**src/rtl/io_bus_master.sv**
```systemverilog
// io_bus_master: single-outstanding initiator for the local 8-bit-address I/O space.
// It takes read/write commands on a valid/ready port and drives addr/wdata/we to the I/O block.
// It samples the block's combinational read data and returns one response per command.
// Sequence per command: IDLE -> ACCESS (1 + WAIT_CYCLES cycles) -> RESP (until consumed) -> IDLE.

module io_bus_master #(
    parameter int unsigned ADDR_W      = 8,
    parameter int unsigned DATA_W      = 16,
    parameter int unsigned WAIT_CYCLES = 0
) (
    input  logic              i_clk,
    input  logic              i_reset,
    // Command channel
    input  logic              i_cmd_valid,
    output logic              o_cmd_ready,
    input  logic              i_cmd_we,
    input  logic [ADDR_W-1:0] i_cmd_addr,
    input  logic [DATA_W-1:0] i_cmd_wdata,
    // Response channel
    output logic              o_rsp_valid,
    input  logic              i_rsp_ready,
    output logic [DATA_W-1:0] o_rsp_rdata,
    // I/O block side
    output logic [ADDR_W-1:0] o_io_addr,
    output logic [DATA_W-1:0] o_io_wdata,
    output logic              o_io_we,
    input  logic [DATA_W-1:0] i_io_rdata,
    // Status
    output logic              o_busy
);

    // The wait counter is 4 bits wide, so longer waits cannot be represented.
    if (WAIT_CYCLES > 15) begin : g_wait_range_check
        $error("io_bus_master: WAIT_CYCLES must be in the range 0..15");
    end

    localparam logic [3:0] WaitInit = WAIT_CYCLES[3:0];

    typedef enum logic [1:0] {
        StIdle   = 2'd0,
        StAccess = 2'd1,
        StResp   = 2'd2
    } state_e;

    // State and registered outputs
    state_e              r_state;
    logic [3:0]          r_wait_cnt;
    logic                r_is_write;
    logic [ADDR_W-1:0]   r_io_addr;
    logic [DATA_W-1:0]   r_io_wdata;
    logic                r_io_we;
    logic                r_rsp_valid;
    logic [DATA_W-1:0]   r_rsp_rdata;

    // Next-state values
    state_e              w_state_nxt;
    logic [3:0]          w_wait_cnt_nxt;
    logic                w_is_write_nxt;
    logic [ADDR_W-1:0]   w_io_addr_nxt;
    logic [DATA_W-1:0]   w_io_wdata_nxt;
    logic                w_io_we_nxt;
    logic                w_rsp_valid_nxt;
    logic [DATA_W-1:0]   w_rsp_rdata_nxt;

    logic                w_cmd_ready;
    logic                w_accept;
    logic                w_last_access;

    // Ready is gated by reset so nothing can be accepted while reset is held.
    assign w_cmd_ready   = (r_state == StIdle) && !i_reset;
    assign w_accept      = w_cmd_ready && i_cmd_valid;
    assign w_last_access = (r_wait_cnt == 4'd0);

    // Next-state and next-output decode for the command sequencer.
    always_comb begin
        w_state_nxt     = r_state;
        w_wait_cnt_nxt  = r_wait_cnt;
        w_is_write_nxt  = r_is_write;
        w_io_addr_nxt   = r_io_addr;
        w_io_wdata_nxt  = r_io_wdata;
        w_io_we_nxt     = 1'b0;      // write strobe lasts one cycle unless re-armed on accept
        w_rsp_valid_nxt = r_rsp_valid;
        w_rsp_rdata_nxt = r_rsp_rdata;

        case (r_state)
            StIdle: begin
                if (w_accept) begin
                    w_io_addr_nxt  = i_cmd_addr;
                    w_io_wdata_nxt = i_cmd_wdata;
                    w_is_write_nxt = i_cmd_we;
                    w_io_we_nxt    = i_cmd_we;
                    w_wait_cnt_nxt = WaitInit;
                    w_state_nxt    = StAccess;
                end
            end

            StAccess: begin
                if (w_last_access) begin
                    // Read data is only trusted at the end of the final access cycle.
                    w_rsp_rdata_nxt = r_is_write ? '0 : i_io_rdata;
                    w_rsp_valid_nxt = 1'b1;
                    w_state_nxt     = StResp;
                end else begin
                    w_wait_cnt_nxt = r_wait_cnt - 4'd1;
                end
            end

            StResp: begin
                if (i_rsp_ready) begin
                    w_rsp_valid_nxt = 1'b0;
                    w_state_nxt     = StIdle;
                end
            end

            default: begin
                w_rsp_valid_nxt = 1'b0;
                w_state_nxt     = StIdle;
            end
        endcase
    end

    // State and output registers; async reset discards any in-flight command.
    always_ff @(posedge i_clk or posedge i_reset) begin
        if (i_reset) begin
            r_state     <= StIdle;
            r_wait_cnt  <= 4'd0;
            r_is_write  <= 1'b0;
            r_io_addr   <= '0;
            r_io_wdata  <= '0;
            r_io_we     <= 1'b0;
            r_rsp_valid <= 1'b0;
            r_rsp_rdata <= '0;
        end else begin
            r_state     <= w_state_nxt;
            r_wait_cnt  <= w_wait_cnt_nxt;
            r_is_write  <= w_is_write_nxt;
            r_io_addr   <= w_io_addr_nxt;
            r_io_wdata  <= w_io_wdata_nxt;
            r_io_we     <= w_io_we_nxt;
            r_rsp_valid <= w_rsp_valid_nxt;
            r_rsp_rdata <= w_rsp_rdata_nxt;
        end
    end

    assign o_cmd_ready = w_cmd_ready;
    assign o_busy      = (r_state != StIdle);
    assign o_io_addr   = r_io_addr;
    assign o_io_wdata  = r_io_wdata;
    assign o_io_we     = r_io_we;
    assign o_rsp_valid = r_rsp_valid;
    assign o_rsp_rdata = r_rsp_rdata;

endmodule
```
**config.mk**
```make
export PLATFORM = sky130hd
export DESIGN_NAME = io_bus_master
export DESIGN_NICKNAME = d
export VERILOG_FILES = /design/src/rtl/io_bus_master.sv
export SDC_FILE = /design/constraint.sdc
export NUM_CORES = 1
export LEC_CHECK = 0
export ABC_AREA = 0
export CAP_MARGIN = 20
export CORE_MARGIN = 4
export CORE_UTILIZATION = 45
export CTS_BUF_LIST = sky130_fd_sc_hd__clkbuf_16
export DETAILED_ROUTE_END_ITERATION = 8
export MAX_ROUTING_LAYER = met4
export PLACE_DENSITY = 0.82
export SYNTH_ARGS = -nofsm -noshare
export SYNTH_HDL_FRONTEND = slang
export SYNTH_SLANG_ARGS = --single-unit
export TNS_END_PERCENT = 10
```
**constraint.sdc**
```tcl
create_clock -name i_clk -period 2.9 [get_ports i_clk]
set_input_delay 0.87 -clock i_clk [delete_from_list [all_inputs] [get_ports i_clk]]
set_output_delay 0.87 -clock i_clk [all_outputs]
set_load 0.02 [all_outputs]
```
==> results of run 1 <==
## flip-flops by register name (all words and copies together), names as in the netlist
signal / cells
r_wait_cnt: 4
o_io_we: 1
o_rsp_valid: 1
r_is_write: 1
o_io_addr: 8
r_state: 2
o_io_wdata: 16
o_rsp_rdata: 16
## kinds of logic after synthesis
family,synth area share (%)
AOI/OAI and AO/OA,9.96
adders and majority gates,1.22
buffers and inverters,3.91
DFF,59.9
muxes,0.977
and+or+nand+nor,24.1
## what timing repair did
action	CTS	global route
resized for setup	0	1
endpoints found under the hold margin	0	0
setup endpoints to repair	0	1
## worst min path at each step
| stage | start | endpoint | slack, ns | depth (start not counted) |
|---|---|---|---|---|
| finish | o_io_addr[5] | o_io_addr[5] | 0.48 | 2 |
| global route | o_io_addr[6] | o_io_addr[6] | 0.50 | 2 |
| CTS | o_io_wdata[13] | o_io_wdata[13] | 0.48 | 2 |
| detailed placement | o_io_wdata[7] | o_io_wdata[7] | 0.47 | 2 |
| global placement | o_io_wdata[3] | o_io_wdata[3] | 0.46 | 2 |
| floorplan | r_wait_cnt[0] | r_wait_cnt[0] | 0.46 | 1 |
## per-stage QoR
stage	worst slack (ns)	instance area (sq um)	hold slack (ns)	instances
2_1_floorplan	0.857	2050	0.460	216
3_3_place_gp	0.0318	2990	0.458	349
3_5_place_dp	0.0253	2990	0.465	349
4_1_cts	0.0198	3160	0.482	357
5_1_grt	0.366	3160	0.499	357
6_report	0.417	3160	0.477	357
## report_power, final
part / switching [mW] / internal (mW) / leakage [nW] / total, mW
Clock: 0.244 / 0.408 / 0.0800 / 0.652
Combinational: 0.870 / 0.775 / 0.788 / 1.64
Sequential: 0.198 / 0.991 / 0.618 / 1.19
## worst min-delay path, stage by stage (launching register included)
cell and delay, ns:
dfrtp_1 0.34, nand2_1 0.05, nand2_1 0.05
## cell usage in the layout, fill, tap and decap left out, types with 2 or more instances in the layout
cell / Yosys / routed
ha_1: 2 / 2
nand2b_1: 17 / 17
mux2i_1: 2 / 2
dfrtp_1: 49 / 49
or2_2: 2 / 2
o21ai_0: 22 / 22
nor2_1: 2 / 2
o21ai_1: 13 / 13
nand2_1: 79 / 79
clkdlybuf4s50_1: 0 / 87
inv_1: 4 / 3
buf_4: 0 / 4
clkbuf_16: 0 / 5
a21o_1: 2 / 2
## layer usage
| metal | up-vias | GRT usage, % |
|---|---|---|
| met3 | 4 | 5.80 |
| met2 | 64 | 28.4 |
| met1 | 781 | 21.9 |
| met4 | 0 | 5.24 |
| met5 | - | - |
| li1 | 868 | - |
## final cells by class
cell class / count / area [sq um] / share of cell area, %
multi-input combinational: 151 / 751 / 23.7
sequential: 49 / 1230 / 38.8
timing repair buffer: 93 / 933 / 29.5
inverter: 4 / 15.0 / 0.475
tap: 52 / 65.1 / 2.06
clock inverter: 3 / 46.3 / 1.46
clock buffer: 5 / 125 / 3.96
==> impl_metrics.env, run 1 <==
export IMPL_status="complete, no violations"
export IMPL_timing_final_crit_share_pct=85.6
export IMPL_first_iter_violations=113
export IMPL_worst_path_stages=3
export IMPL_r2r_start="r_wait_cnt[0]"
export IMPL_max_cap_viol_count=0
export IMPL_synthDominantCellAreaShare_pct=59.9
export IMPL_antenna_left=0
export IMPL_routed_wl_met3_um=414
export IMPL_ir_drop_v=0.000557
export IMPL_chipHeight_um=75.5
export IMPL_grt_pass1_wl_mm=7.53
export IMPL_worstPathArrival_ns=1.61
export IMPL_grt_usage_pct=17.9
export IMPL_syn_avg_cell_area_sq_um=9.48
export IMPL_insertion_delay_ns=0.28
export IMPL_wl_met1_mm=2.17
export IMPL_worst_pin_slew_ns=0.608
export IMPL_fin_setup_tns_ns=0
export IMPL_final_core_util_pct=72.1
export IMPL_fillers=323
export IMPL_setup_violations=0
export IMPL_start_util_pct=46.7
export IMPL_synth_most_common_cell="nand2_1"
export IMPL_ys_seq_area_share_pct=59.9
export IMPL_netlist_instances=216
export IMPL_rsz0062_at_grt="false"
export IMPL_clock_skew_ns=0.00495
export IMPL_ios=89
export IMPL_ys_ff_latch=49
export IMPL_cp_endpoint="o_cmd_ready"
export IMPL_period_minus_slack_ns=2.48
export IMPL_crit_required_ns=2.03
export IMPL_cts_hold_buf=0
export IMPL_rr_endpoint="o_rsp_rdata[14]"
export IMPL_grt_overflow_total=0
export IMPL_max_freq_mhz=403
export IMPL_worstSetupStartpointType="input pin"
export IMPL_hold_violations=0
export IMPL_die_area_sq_um=5690
export IMPL_vias=1717
export IMPL_fp_dieW_um=75.5
export IMPL_syn_area_sq_um=2050
export IMPL_ff2ff_path_depth=5
export IMPL_crit_fanout=2
export IMPL_critPathKind="in2out"
export IMPL_yosys_area_top_type="dfrtp_1"
export IMPL_p_per_area_nw_per_um2=1100
export IMPL_crit_slowest_cell="clkdlybuf4s50_1"
export IMPL_hold_class="reg2reg"
export IMPL_dpl_hpwl_mm=3.42
export IMPL_crit_path_start="i_reset"
export IMPL_layout_drive_gt1_share_pct=6.23
export IMPL_cp_buffers_inverters=2
export IMPL_post_drt_via_cell_ratio=4.81
export IMPL_num_antenna_cells=0
export IMPL_path_delay_family="buffers and inverters"
export IMPL_p_total_mw=3.49
export IMPL_rows=24
export IMPL_wl_per_cell_um=13.4
export IMPL_synth_area_top_cells="dfrtp_1 (60%), nand2_1 (14%), o21ai_0 (5.4%), nand2b_1 (5.2%), o21ai_1 (3.2%)"
export IMPL_reg2reg_setup_slack_ns=0.89
export IMPL_wl_met2_mm=2.15
export IMPL_critPathMaxStageDelay_ns=0.42
export IMPL_report_final_slew_viol_count=0
export IMPL_cts_tree="yes"
export IMPL_fin_nets=351
export IMPL_synthArstFlopShare_pct=100
export IMPL_post_cts_setup_buffers=0
export IMPL_drt_wl_total_mm=4.77
export IMPL_yosys_top_cells_count="nand2_1 (79), dfrtp_1 (49), o21ai_0 (22)"
export IMPL_gp_congestion=0.721
export IMPL_clockBufferDepth=2
export IMPL_path_cells="clkdlybuf4s50_1 -> nor2_1 -> dlymetal6s2s_1"
export IMPL_synthFlopType="dfrtp_1"
export IMPL_portBuffers=88
export IMPL_clock_sinks=49
export IMPL_syn_to_final_growth_pct=54.4
export IMPL_yosysUniqueCellTypes=25
export IMPL_synth_edf_count=0
export IMPL_drc=0
export IMPL_endpoint_kind="primary output"
export IMPL_first_global_vias=1668
export IMPL_cts_root_buf="clkbuf_16"
export IMPL_core_sq_um=4380
export IMPL_cts_made_buffers=5
export IMPL_leakagePower_nw=1.49
export IMPL_clk_pin_slew_ns=0.07
export IMPL_grt_max_degree=27
export IMPL_antenna_found_initial=0
export IMPL_cts_max_level=2
export IMPL_synth_fp_nets=263
export IMPL_first_pass_iters=4
export IMPL_slew_headroom_pct=59.5
export IMPL_yosys_warnings=0
export IMPL_highest_layer="met4"
No activity file was read; power rests on OpenSTA's default activity.
==> inputs of run 2 (changes only) <==
- GPL_ROUTABILITY_DRIVEN: not set -> 0
- PLACE_DENSITY: 0.82 -> 0.89
==> impl_metrics.env, run 2 (same netlist as run 1, synthesis figures left out) <==
export IMPL_vias=1753
export IMPL_core_sq_um=4380
export IMPL_clock_sinks=49
export IMPL_cts_resized=0
export IMPL_grt_pass1_wl_mm=7.79
export IMPL_crit_fanout=7
export IMPL_p_per_area_nw_per_um2=1080
export IMPL_worstSetupStartpointType="register"
export IMPL_num_antenna_cells=0
export IMPL_first_global_vias=1833
export IMPL_drt_wl_total_mm=4.90
export IMPL_fp_dieW_um=75.5
export IMPL_ios=89
export IMPL_seq_power_share_pct=35.1
export IMPL_clk_pin_slew_ns=0.06
export IMPL_chipHeight_um=75.5
export IMPL_timing_final_crit_share_pct=86.0
export IMPL_report_final_slew_viol_count=0
export IMPL_status="complete, no violations"
export IMPL_clock_skew_ns=0.00330
export IMPL_internal_power_mw=2.08
export IMPL_swShare_pct=38.7
export IMPL_cp_buffers_inverters=1
export IMPL_slew_headroom_pct=56.5
export IMPL_cts_made_buffers=5
export IMPL_portBuffers=88
export IMPL_post_drt_via_cell_ratio=4.90
export IMPL_clkPwrFrac_pct=16.2
export IMPL_clockBufferDepth=2
export IMPL_final_area_sq_um=3130
export IMPL_first_iter_violations=42
export IMPL_path_delay_family="buffers and inverters"
export IMPL_cts_hold_buf=0
export IMPL_leakagePower_nw=1.47
export IMPL_grt_overflow_total=0
export IMPL_layout_drive_gt1_share_pct=6.54
export IMPL_p_comb_share_pct=48.6
export IMPL_crit_required_ns=2.03
export IMPL_fin_setup_tns_ns=0
export IMPL_setup_violations=0
export IMPL_antenna_found_initial=0
export IMPL_worst_pin_slew_ns=0.651
export IMPL_cts_root_buf="clkbuf_16"
export IMPL_rsz0062_at_grt="false"
export IMPL_path_cells="or2_2 -> clkdlybuf4s50_1"
export IMPL_crit_slowest_cell="clkdlybuf4s50_1"
export IMPL_final_cell_mix="clkdlybuf4s50_1 (87), nand2_1 (79), dfrtp_1 (49)"
export IMPL_cts_tree="yes"
export IMPL_endpoint_kind="primary output"
export IMPL_hold_class="reg2reg"
export IMPL_p_total_mw=3.39
export IMPL_first_pass_iters=4
export IMPL_place_area_sq_um=2980
export IMPL_antenna_left=0
export IMPL_cts_max_level=2
export IMPL_syn_to_final_growth_pct=52.7
export IMPL_hold_violations=0
export IMPL_switchingPower_mw=1.31
export IMPL_fin_nets=352
export IMPL_max_cap_viol_count=0
export IMPL_rows=24
export IMPL_post_cts_setup_buffers=0
export IMPL_insertion_delay_ns=0.28
export IMPL_final_common_cell="clkdlybuf4s50_1"
export IMPL_period_minus_slack_ns=2.49
export IMPL_critPathKind="reg2out"
export IMPL_wl_per_cell_um=13.7
export IMPL_dpl_hpwl_mm=3.59
export IMPL_grt_max_degree=33
export IMPL_worstPathArrival_ns=1.62
export IMPL_max_freq_mhz=401
export IMPL_start_util_pct=46.7
export IMPL_grt_usage_pct=18.7
export IMPL_drc=0
export IMPL_critPathMaxStageDelay_ns=0.54
export IMPL_die_area_sq_um=5690
export IMPL_ir_drop_v=0.000667
## run 2: cell count changes in the layout (fill, tap and decap cells not counted), sizes merged
cell    previous run  this run
clkinv             1         2
bufinv             1         0
buf                5         6
## run 2: layout make-up
cell class | count | area [sq um]
Inverter | 4 | 15.0
Tap cell | 52 | 65.1
Sequential cell | 49 | 1230
Timing Repair Buffer | 94 | 928
Clock buffer | 5 | 125
Fill cell | 337 | 1260
Clock inverter | 3 | 17.5
Multi-Input combinational cell | 151 | 751
## run 2: power by group through the flow
stage	sequential, mW	clock, mW	combinational [mW]
2_1_floorplan	1.48	0	0.619
3_3_place_gp	1.18	0	1.62
3_5_place_dp	1.20	0	1.67
4_1_cts	1.20	0.562	1.68
5_1_grt	1.24	0.592	1.81
6_report	1.19	0.550	1.65
## run 2: metrics by stage
step | hold slack [ns] | util, % | setup slack [ns] | instances
floorplan | 0.460 | - | 0.857 | 216
global placement | 0.457 | 68.0 | 0.0314 | 350
detailed placement | 0.462 | 68.0 | 0.0234 | 350
CTS | 0.477 | 71.3 | 0.0164 | 358
global route | 0.500 | 71.3 | 0.340 | 358
finish | 0.471 | 71.3 | 0.405 | 358
## run 2: worst paths after layout
| check | start | endpoint | slack (ns) | depth (start not counted) |
|---|---|---|---|---|
| setup / recovery | r_state[0] | o_busy | 0.41 | 2 |
| hold / removal | o_io_addr[4] | o_io_addr[4] | 0.47 | 2 |
| setup reg to reg | r_wait_cnt[0] | o_rsp_rdata[11] | 0.88 | 5 |
| hold reg to reg | o_io_addr[4] | o_io_addr[4] | 0.47 | 2 |
| max in group asynchronous | i_reset | o_io_wdata[1] | 1.15 | 4 |
| min in group asynchronous | i_reset | o_rsp_valid | 1.16 | 3 |
## run 2: per-layer routing
metal	up-vias	global-route usage (%)	routed length, um
met5	-	-	0
met2	54	33.1	2530
met1	828	19.5	1950
met4	0	4.47	40
li1	867	-	-
met3	4	7.39	380
## run 2: worst register-to-register path, cell delays in order (launching register included)
cell and delay, ns:
dfrtp_1 0.39, inv_1 0.08, ha_1 0.22, nand2b_1 0.42, or2_1 0.57, o21ai_0 0.20
==> inputs of run 3 (changes only) <==
- CTS_CLUSTER_SIZE: not set -> 14
==> results of run 3 <==
No change in the layout: final DEF, timing and power equal those of run 2.
